## src/rtl/vrf_pkg.sv

```systemverilog
// Shared FSM state type, default geometry and width helper for the VRF SRAM bank.
package vrf_pkg;

    localparam int unsigned VRF_DATA_W    = 32;
    localparam int unsigned VRF_DEPTH     = 32;
    localparam int unsigned VRF_MAX_BURST = 8;

    typedef enum logic [1:0] {
        ST_CLEAR = 2'd0,
        ST_IDLE  = 2'd1,
        ST_BURST = 2'd2
    } vrf_state_e;

    function automatic int unsigned len_width(input int unsigned max_burst);
        return (max_burst > 1) ? $clog2(max_burst) : 1;
    endfunction

endpackage

```

## src/rtl/vrf_sram_array.sv

```systemverilog
// Byte-enable SRAM with a registered read port and write-first forwarding; 1-cycle read latency.
// The read register only loads on rd_en, so a stalled consumer sees a stable snapshot.
module vrf_sram_array #(
    parameter  int unsigned DATA_W = 32,
    parameter  int unsigned DEPTH  = 32,
    localparam int unsigned ADDR_W = $clog2(DEPTH),
    localparam int unsigned BE_W   = DATA_W / 8
) (
    input  logic              clk,
    input  logic              wr_en,
    input  logic [ADDR_W-1:0] wr_addr,
    input  logic [BE_W-1:0]   wr_be,
    input  logic [DATA_W-1:0] wr_data,
    input  logic              rd_en,
    input  logic [ADDR_W-1:0] rd_addr,
    output logic [DATA_W-1:0] rd_data
);

    logic [DATA_W-1:0] mem [DEPTH];
    logic [DATA_W-1:0] rd_data_q;
    logic [DATA_W-1:0] rd_data_d;

    always_comb begin
        rd_data_d = rd_data_q;
        if (rd_en) begin
            rd_data_d = mem[rd_addr];
            // Same-cycle write to the read address: return the merged new bytes.
            if (wr_en && (wr_addr == rd_addr)) begin
                for (int i = 0; i < BE_W; i++) begin
                    if (wr_be[i]) begin
                        rd_data_d[8*i +: 8] = wr_data[8*i +: 8];
                    end
                end
            end
        end
    end

    always_ff @(posedge clk) begin
        if (wr_en) begin
            for (int i = 0; i < BE_W; i++) begin
                if (wr_be[i]) begin
                    mem[wr_addr][8*i +: 8] <= wr_data[8*i +: 8];
                end
            end
        end
        rd_data_q <= rd_data_d;
    end

    assign rd_data = rd_data_q;

endmodule

```

## src/rtl/vrf_sram_bank.sv

```systemverilog
// VRF bank: self-clearing SRAM with a write port and wrapping read bursts; first beat 1 cycle after accept, 1 beat/cycle.
// rd_ready low freezes the output beat and stops memory reads; new requests only accepted when idle.
module vrf_sram_bank
    import vrf_pkg::*;
#(
    parameter  int unsigned DATA_W    = VRF_DATA_W,
    parameter  int unsigned DEPTH     = VRF_DEPTH,
    parameter  int unsigned MAX_BURST = VRF_MAX_BURST,
    localparam int unsigned ADDR_W    = $clog2(DEPTH),
    localparam int unsigned BE_W      = DATA_W / 8,
    localparam int unsigned LEN_W     = len_width(MAX_BURST)
) (
    input  logic              clk,
    input  logic              nrst,
    output logic              init_done,
    input  logic              wr_en,
    input  logic [ADDR_W-1:0] wr_addr,
    input  logic [BE_W-1:0]   wr_be,
    input  logic [DATA_W-1:0] wr_data,
    input  logic              rd_req_valid,
    output logic              rd_req_ready,
    input  logic [ADDR_W-1:0] rd_req_addr,
    input  logic [LEN_W-1:0]  rd_req_len,
    output logic              rd_valid,
    input  logic              rd_ready,
    output logic [DATA_W-1:0] rd_data,
    output logic              rd_last
);

    vrf_state_e        state_q, state_d;
    logic [ADDR_W-1:0] clr_addr_q, clr_addr_d;
    logic [ADDR_W-1:0] rd_ptr_q, rd_ptr_d;
    logic [LEN_W-1:0]  beat_q, beat_d;
    logic [LEN_W-1:0]  len_q, len_d;
    logic              rd_valid_q, rd_valid_d;

    logic              arr_wr_en;
    logic [ADDR_W-1:0] arr_wr_addr;
    logic [BE_W-1:0]   arr_wr_be;
    logic [DATA_W-1:0] arr_wr_data;
    logic              arr_rd_en;
    logic [ADDR_W-1:0] arr_rd_addr;
    logic [DATA_W-1:0] arr_rd_data;
    logic              req_rdy;

    always_comb begin
        state_d     = state_q;
        clr_addr_d  = clr_addr_q;
        rd_ptr_d    = rd_ptr_q;
        beat_d      = beat_q;
        len_d       = len_q;
        rd_valid_d  = rd_valid_q;
        arr_wr_en   = wr_en;
        arr_wr_addr = wr_addr;
        arr_wr_be   = wr_be;
        arr_wr_data = wr_data;
        arr_rd_en   = 1'b0;
        arr_rd_addr = rd_ptr_q;
        req_rdy     = 1'b0;

        unique case (state_q)
            ST_CLEAR: begin
                arr_wr_en   = 1'b1;
                arr_wr_addr = clr_addr_q;
                arr_wr_be   = '1;
                arr_wr_data = '0;
                clr_addr_d  = clr_addr_q + ADDR_W'(1);
                if (clr_addr_q == ADDR_W'(DEPTH - 1)) begin
                    state_d = ST_IDLE;
                end
            end
            ST_IDLE: begin
                req_rdy = !rd_valid_q;
                if (rd_req_valid && req_rdy) begin
                    arr_rd_en   = 1'b1;
                    arr_rd_addr = rd_req_addr;
                    rd_ptr_d    = rd_req_addr + ADDR_W'(1);
                    len_d       = rd_req_len;
                    beat_d      = '0;
                    rd_valid_d  = 1'b1;
                    state_d     = ST_BURST;
                end
            end
            ST_BURST: begin
                if (rd_valid_q && rd_ready) begin
                    if (beat_q == len_q) begin
                        rd_valid_d = 1'b0;
                        state_d    = ST_IDLE;
                    end else begin
                        // Fetch the next element as the current one is handed over.
                        arr_rd_en   = 1'b1;
                        arr_rd_addr = rd_ptr_q;
                        rd_ptr_d    = rd_ptr_q + ADDR_W'(1);
                        beat_d      = beat_q + LEN_W'(1);
                    end
                end
            end
            default: begin
                state_d = ST_CLEAR;
            end
        endcase
    end

    always_ff @(posedge clk) begin
        if (nrst) begin
            state_q    <= ST_CLEAR;
            clr_addr_q <= '0;
            rd_ptr_q   <= '0;
            beat_q     <= '0;
            len_q      <= '0;
            rd_valid_q <= 1'b0;
        end else begin
            state_q    <= state_d;
            clr_addr_q <= clr_addr_d;
            rd_ptr_q   <= rd_ptr_d;
            beat_q     <= beat_d;
            len_q      <= len_d;
            rd_valid_q <= rd_valid_d;
        end
    end

    vrf_sram_array #(
        .DATA_W (DATA_W),
        .DEPTH  (DEPTH)
    ) u_array (
        .clk     (clk),
        .wr_en   (arr_wr_en),
        .wr_addr (arr_wr_addr),
        .wr_be   (arr_wr_be),
        .wr_data (arr_wr_data),
        .rd_en   (arr_rd_en),
        .rd_addr (arr_rd_addr),
        .rd_data (arr_rd_data)
    );

    assign init_done    = (state_q != ST_CLEAR);
    assign rd_req_ready = req_rdy;
    assign rd_valid     = rd_valid_q;
    assign rd_last      = rd_valid_q && (beat_q == len_q);
    assign rd_data      = rd_valid_q ? arr_rd_data : '0;

endmodule

```

## config.mk

```make
export PLATFORM = sky130hd
export DESIGN_NAME = vrf_sram_bank
export DESIGN_NICKNAME = d
export VERILOG_FILES = /design/src/rtl/vrf_pkg.sv /design/src/rtl/vrf_sram_array.sv /design/src/rtl/vrf_sram_bank.sv
export SDC_FILE = /design/constraint.sdc
export NUM_CORES = 1
export LEC_CHECK = 0
export CAP_MARGIN = 20
export CORE_MARGIN = 2
export CORE_UTILIZATION = 65
export DETAILED_ROUTE_END_ITERATION = 6
export PLACE_DENSITY = 0.86
export SKIP_CTS_REPAIR_TIMING = 1
export SLEW_MARGIN = 20
export SYNTH_ARGS = -nofsm -noshare
export SYNTH_HDL_FRONTEND = slang
export SYNTH_HIERARCHICAL = 1
export SYNTH_SLANG_ARGS = --single-unit
```

## constraint.sdc

```tcl
create_clock -name clk -period 10.5 [get_ports clk]
set_input_delay 3.15 -clock clk [delete_from_list [all_inputs] [get_ports clk]]
set_output_delay 3.15 -clock clk [all_outputs]
set_load 0.02 [all_outputs]
```

### After elaboration in Yosys (flattened, before gate mapping)

Memories as Yosys holds them, arrays and structs flattened.
Cells that the tools add are included.

| storage, ports and cells | value |
|---|---|
| bits in registers | 51 |
| bits in writable memories | 1024 |
| input bits | 54 |
| output and inout port bits | 36 |
| word-level logic and storage cells | 80 |
| memories | 1 |

Memory list:

| name | words | bits a word | rd ports | clocked after Yosys merged registers in | write ports | line | source |
|---|---|---|---|---|---|---|---|
| u_array.mem | 32 | 32 | 1 | 0 | 1 | vrf_sram_array.sv:19 | `logic [DATA_W-1:0] mem [DEPTH];` |

| operators by class | value |
|---|---|
| $add $sub $neg | 4 |
| equal/unequal tests | 10 |
| mux-type cells | 46 |
| reductions and logical operators | 12 |

Operators with widths:

| cell | count |
|---|---|
| 32-bit two-way mux | 3 |
| 8-bit two-way mux | 4 |
| 5-bit two-way mux | 6 |
| 1-bit two-way mux | 20 |
| 5-bit by 1-bit adder with 5-bit output, second input constant | 3 |
| 4-bit AND reduction | 3 |
| 2-bit != test, second input constant | 5 |
| 5-bit one-hot mux with 2 select lines | 1 |
| 3-bit two-way mux | 3 |
| 2-bit two-way mux | 4 |
| 2-bit one-hot mux with 3 select lines | 1 |
| 3-bit one-hot mux with 2 select lines | 1 |
| 5-bit == test | 1 |
| 5-bit == test, second input constant | 1 |
| 1-bit logical AND | 4 |
| 4-bit two-way mux | 1 |
| 1-bit one-hot mux with 2 select lines | 2 |
| 2-bit nonzero test | 2 |
| 3-bit by 1-bit adder with 3-bit output, second input constant | 1 |
| 3-bit == test | 1 |
| 2-bit by 1-bit == test with 1-bit output, second input constant | 1 |
| 2-bit == test, second input constant | 1 |
| 2-bit logical NOT | 1 |
| 2-bit AND reduction | 1 |
| 1-bit logical NOT | 1 |

### Depth between registers and ports, before layout

| logic depth | value |
|---|---|
| depth in word-level cells | 7 |
| depth in mapped cells | 14 |
| gate-level depth less buffers | 10 |

### By module

The synthesis kept the hierarchy.

Modules (own cells, without submodules):

| module | instances | cells each | area each (um^2) | seq. area each (um^2) |
|---|---|---|---|---|
| vrf_sram_array | 1 | 2034 | 41158.2 | 31710.4 |
| vrf_sram_bank | 1 | 215 | 1725.4 | 380.4 |

### Worst setup path before layout

Ideal clock, no wire load.

| path | value |
|---|---|
| path type | input port to flip-flop |
| start point | input rd_req_valid |
| end point | register u_array.rd_data_q[0], in the netlist u_array/rd_data[0], enable pin |
| library setup time | 0.470 ns |
| arrival | 5.767 ns |
| data required time | 10.030 ns |
| setup slack | 4.263 ns |
| stages | 2 |
| path buffers | 0 |
| path through | nand2_1 a21boi_0 |

| between the ends | value |
|---|---|
| word-level cells in the longest chain between the ends | 3 |

Ends and longest elaborated chain:

| element | line | source |
|---|---|---|
| start: declaration | vrf_sram_bank.sv:20 | `input logic rd_req_valid,` |
| 1-bit logical AND | vrf_sram_bank.sv:74 | `if (rd_req_valid && req_rdy) begin` |
| 1-bit two-way mux | vrf_sram_bank.sv:74 |  |
| 1-bit one-hot mux with 2 select lines | vrf_sram_bank.sv:61 | `unique case (state_q)` |
| named net arr_rd_en | vrf_sram_bank.sv:41 | `logic arr_rd_en;` |
| end signal: assignment | vrf_sram_array.sv:46 | `rd_data_q <= rd_data_d;` |
| end: declaration | vrf_sram_array.sv:20 | `logic [DATA_W-1:0] rd_data_q;` |

The timed path passes the listed nets, and every way through them passes these cells.
A chain may end at the register's enable or synchronous reset.

### Final worst setup path

| path | value |
|---|---|
| start point | input rd_req_valid |
| end point | register u_array.rd_data_q[22], in the netlist u_array/rd_data[22] (data pin) |

| between the ends | value |
|---|---|
| word-level cells in the longest chain between the ends | 6 |
| elaborated cells on any way between the ends | 8 |
| classes of those cells | eq/ne (1); mux (4); reduce/logical (2); memory (1) |

Ends and longest elaborated chain:

| element | line | source |
|---|---|---|
| 1-bit logical AND (*) | vrf_sram_bank.sv:74 |  |
| 5-bit two-way mux (*) | vrf_sram_bank.sv:74 |  |
| 5-bit two-way mux (*) | n/a |  |
| named net arr_rd_addr[0] | vrf_sram_bank.sv:42 | `logic [ADDR_W-1:0] arr_rd_addr;` |
| memory 32 x 32 bit or 5-bit == test (tied branches) | n/a |  |
| 8-bit two-way mux or 1-bit logical AND (tied branches) | vrf_sram_array.sv:30, vrf_sram_array.sv:28 |  |
| 32-bit two-way mux (*) | vrf_sram_array.sv:28 | `if (wr_en && (wr_addr == rd_addr)) begin` |

Mark *: on every way through the listed nets, which the timed path passes. The rest lies on a longest branch.

==> metrics.txt <==
timing-limited maximum frequency=141 MHz; count of flip-flops with a built-in enable after synthesis=1056; antenna violation net count after detailed routing=0; count of standard-cell rows=94; Avg Synthesized Cell Area=19.1 um^2; critical path class=input port to register; Crit path required time=10.91 ns; Cell Pwr Density=183 nW/um^2; Slew HR=25.8%; main flop type after synthesis=sky130_fd_sc_hd__edfxtp_1; Post-Route Utilization=73.0%; CTS clock-pin slew for the worst setup and hold paths=0.07 ns; largest area contributor in the synthesized netlist=sky130_fd_sc_hd__edfxtp_1; initial antenna violation count=9; number of global-route vias before repair=23367; Seq cells post-synth=1075; footprint of the multi-input gates=10200 um^2; die boundary height=261 um; number of warnings printed during yosys synthesis=6; dpl cell area=44700 um^2; die width=261 um; maximum level of the CTS H-tree=3; Netlist cell types=64; maximum buffer depth of the clock tree=3; share of flip-flops with an asynchronous set or reset after synthesis=0%; per-cell routed wire length=32.4 um; layout cell share with drive strength beyond 1=20.8%; worst vdd rail ir drop=0.000133 V; via count=23415; Area growth syn-to-layout=11.6%; core area=65500 um^2; setup TNS=0 ns; global route total overflow=0; fill count=3390; CP startpoint kind=input port; die footprint=68000 um^2; top post-synthesis cells by area=sky130_fd_sc_hd__edfxtp_1, sky130_fd_sc_hd__mux4_2, sky130_fd_sc_hd__nor2_1; first-pass GRT wire length=156 mm; final slew viol count=0; Leak Pwr=0.0155 uW; number of clock buffers inserted by TritonCTS=99; total global routing track utilization=32.2%; final setup violation count=0; setup repair after global routing missed its margin=false; maximum capacitance violations=0; Tightest Hold Check Type=register to register; clock skew after layout=0.0253 ns; CP endpoint kind=register; post-synthesis sequential area ratio=74.8%; Clock Sink Count=1075; top sig layer=met5; DPL Wire Length=63.4 mm; met3 wire length=13.4 mm; Skew-Pair Late Insertion Delay=0.66 ns; CTS tree=built; final worst-path cycle share=67.3%; finished layout cell area=47800 um^2; FF+latch area=32100 um^2; final net count=2413; maximum fanout encountered on the critical timing path=119; post-route DRC violation count=0; min cycle time layout=7.07 ns; final instance count without filler cells=3303; initial standard-cell utilization of the core=65.5%; vias per cell=7.09; Hold Fails Final Rpt=0; M1 wire length=36.0 mm; met2 wire len=52.0 mm; number of cells in the design after placement=3114; root cell of the clock tree=sky130_fd_sc_hd__clkbuf_16; I/O pin count=90; Final GP Congestion=0.884; result of the run=complete, no violations; proportion of netlist area held by the largest area contributor=73.9%; I/O Buffers=89; synthesized netlist cell count=2249; iteration-0 DRC count of the detailed router=3856; worst-margin pin slew=1.11 ns; data arrival at the endpoint of the critical path=7.48 ns; Total Wirelength=107 mm; pin count of the biggest net entering global routing=120; drt first pass iters=6; net count of the mapped netlist=2310; synthesized cell area=42900 um^2
==> through the flow <==
| stage | hold slack, ns | total power (uW) | setup WS, ns |
|---|---|---|---|
| after CTS | 0.510 | 8770 | 3.44 |
| after global routing | 0.542 | 8960 | 3.23 |
| after global placement | 0.479 | 5330 | 3.00 |
| after detailed placement | 0.491 | 5360 | 2.84 |
| after floorplan | 0.450 | 5180 | 4.26 |
| final | 0.511 | 8770 | 3.43 |
==> placed cells by master, fill, tap and decap left out, types with 21 or more instances in the layout <==
master / netlist / layout
sky130_fd_sc_hd__nand2_1: 40 / 37
sky130_fd_sc_hd__mux2i_1: 85 / 85
sky130_fd_sc_hd__mux4_2: 195 / 195
sky130_fd_sc_hd__mux2_2: 69 / 67
sky130_fd_sc_hd__nor2b_2: 0 / 31
sky130_fd_sc_hd__clkdlybuf4s50_1: 0 / 89
sky130_fd_sc_hd__o221ai_1: 32 / 32
sky130_fd_sc_hd__clkbuf_1: 63 / 22
sky130_fd_sc_hd__edfxtp_1: 1056 / 1056
sky130_fd_sc_hd__buf_4: 7 / 47
sky130_fd_sc_hd__nor2_1: 237 / 234
sky130_fd_sc_hd__clkbuf_16: 0 / 103
sky130_fd_sc_hd__and2_1: 34 / 35
sky130_fd_sc_hd__clkinv_1: 1 / 21
sky130_fd_sc_hd__a22o_1: 56 / 56
sky130_fd_sc_hd__a221oi_1: 31 / 31
sky130_fd_sc_hd__a31oi_1: 29 / 29
sky130_fd_sc_hd__a21oi_1: 30 / 30
sky130_fd_sc_hd__o21ai_0: 51 / 51
==> critical path, stage by stage <==
cell                              delay, ns
sky130_fd_sc_hd__clkdlybuf4s50_1       0.52
sky130_fd_sc_hd__nand2_1               0.39
sky130_fd_sc_hd__mux2_8                0.92
sky130_fd_sc_hd__buf_12                0.74
sky130_fd_sc_hd__mux4_2                0.60
sky130_fd_sc_hd__a22o_1                0.24
sky130_fd_sc_hd__a211oi_1              0.28
sky130_fd_sc_hd__a221oi_1              0.12
sky130_fd_sc_hd__mux2_2                0.33
==> flip-flops by register name (all words and copies together), names as in the netlist <==
signal / flops
beat_q: 3
clr_addr_q: 5
len_q: 3
rd_ptr_q: 5
rd_valid: 1
state_q: 2
u_array/mem: 1024
u_array/rd_data: 32
==> layer usage <==
metal | GRT usage (%) | vias up
met5 | 0 | -
met4 | 14.0 | 8
met3 | 8.28 | 367
met2 | 51.8 | 1864
met1 | 42.5 | 11827
li1 | - | 9349
==> Yosys cell counts (15+ instances only) <==
cell type,n
sky130_fd_sc_hd__a21oi_1,30
sky130_fd_sc_hd__a221oi_1,31
sky130_fd_sc_hd__a22o_1,56
sky130_fd_sc_hd__a31oi_1,29
sky130_fd_sc_hd__and2_1,34
sky130_fd_sc_hd__buf_1,15
sky130_fd_sc_hd__buf_2,34
sky130_fd_sc_hd__clkbuf_1,63
sky130_fd_sc_hd__dfxtp_1,19
sky130_fd_sc_hd__edfxtp_1,1056
sky130_fd_sc_hd__mux2_2,69
sky130_fd_sc_hd__mux2i_1,85
sky130_fd_sc_hd__mux4_2,195
sky130_fd_sc_hd__nand2_1,40
sky130_fd_sc_hd__nor2_1,237
sky130_fd_sc_hd__nor2b_1,39
sky130_fd_sc_hd__o21ai_0,51
sky130_fd_sc_hd__o221ai_1,32
==> area by class of cell <==
class | instances | share of cell area [%]
clock buffer | 125 | 5.56
sequential | 1075 | 67.1
multi-input combinational | 1030 | 21.3
inverter | 7 | 0.0549
antenna | 7 | 0.0366
timing repair buffer | 139 | 2.71
tap | 864 | 2.26
clock inverter | 56 | 0.962
==> final timing paths <==
path,from,to,slack [ns],cells after the start
hold reg to reg,rd_ptr_q[0],rd_ptr_q[0],0.51,2
setup / recovery,rd_req_valid,u_array/rd_data[22],3.43,9
setup reg to reg,rd_valid,u_array/rd_data[22],5.25,9
hold / removal,rd_ptr_q[0],rd_ptr_q[0],0.51,2
==> cell families after synthesis <==
family / count (synthesis) / synth area share (%)
flops: 1075 / 74.8
simple gates: 399 / 4.28
mux: 354 / 14.3
compound gates: 259 / 4.36
buf+inv: 144 / 1.75
xor+xnor: 11 / 0.225
fa+ha+maj: 7 / 0.204
==> power by group <==
group | switching [uW] | internal [uW] | leakage (uW)
Sequential | 27.0 | 4790 | 0.0100
Clock | 1510 | 1960 | 0.00152
Combinational | 321 | 163 | 0.00395
No activity file was read; power rests on OpenSTA's default activity.
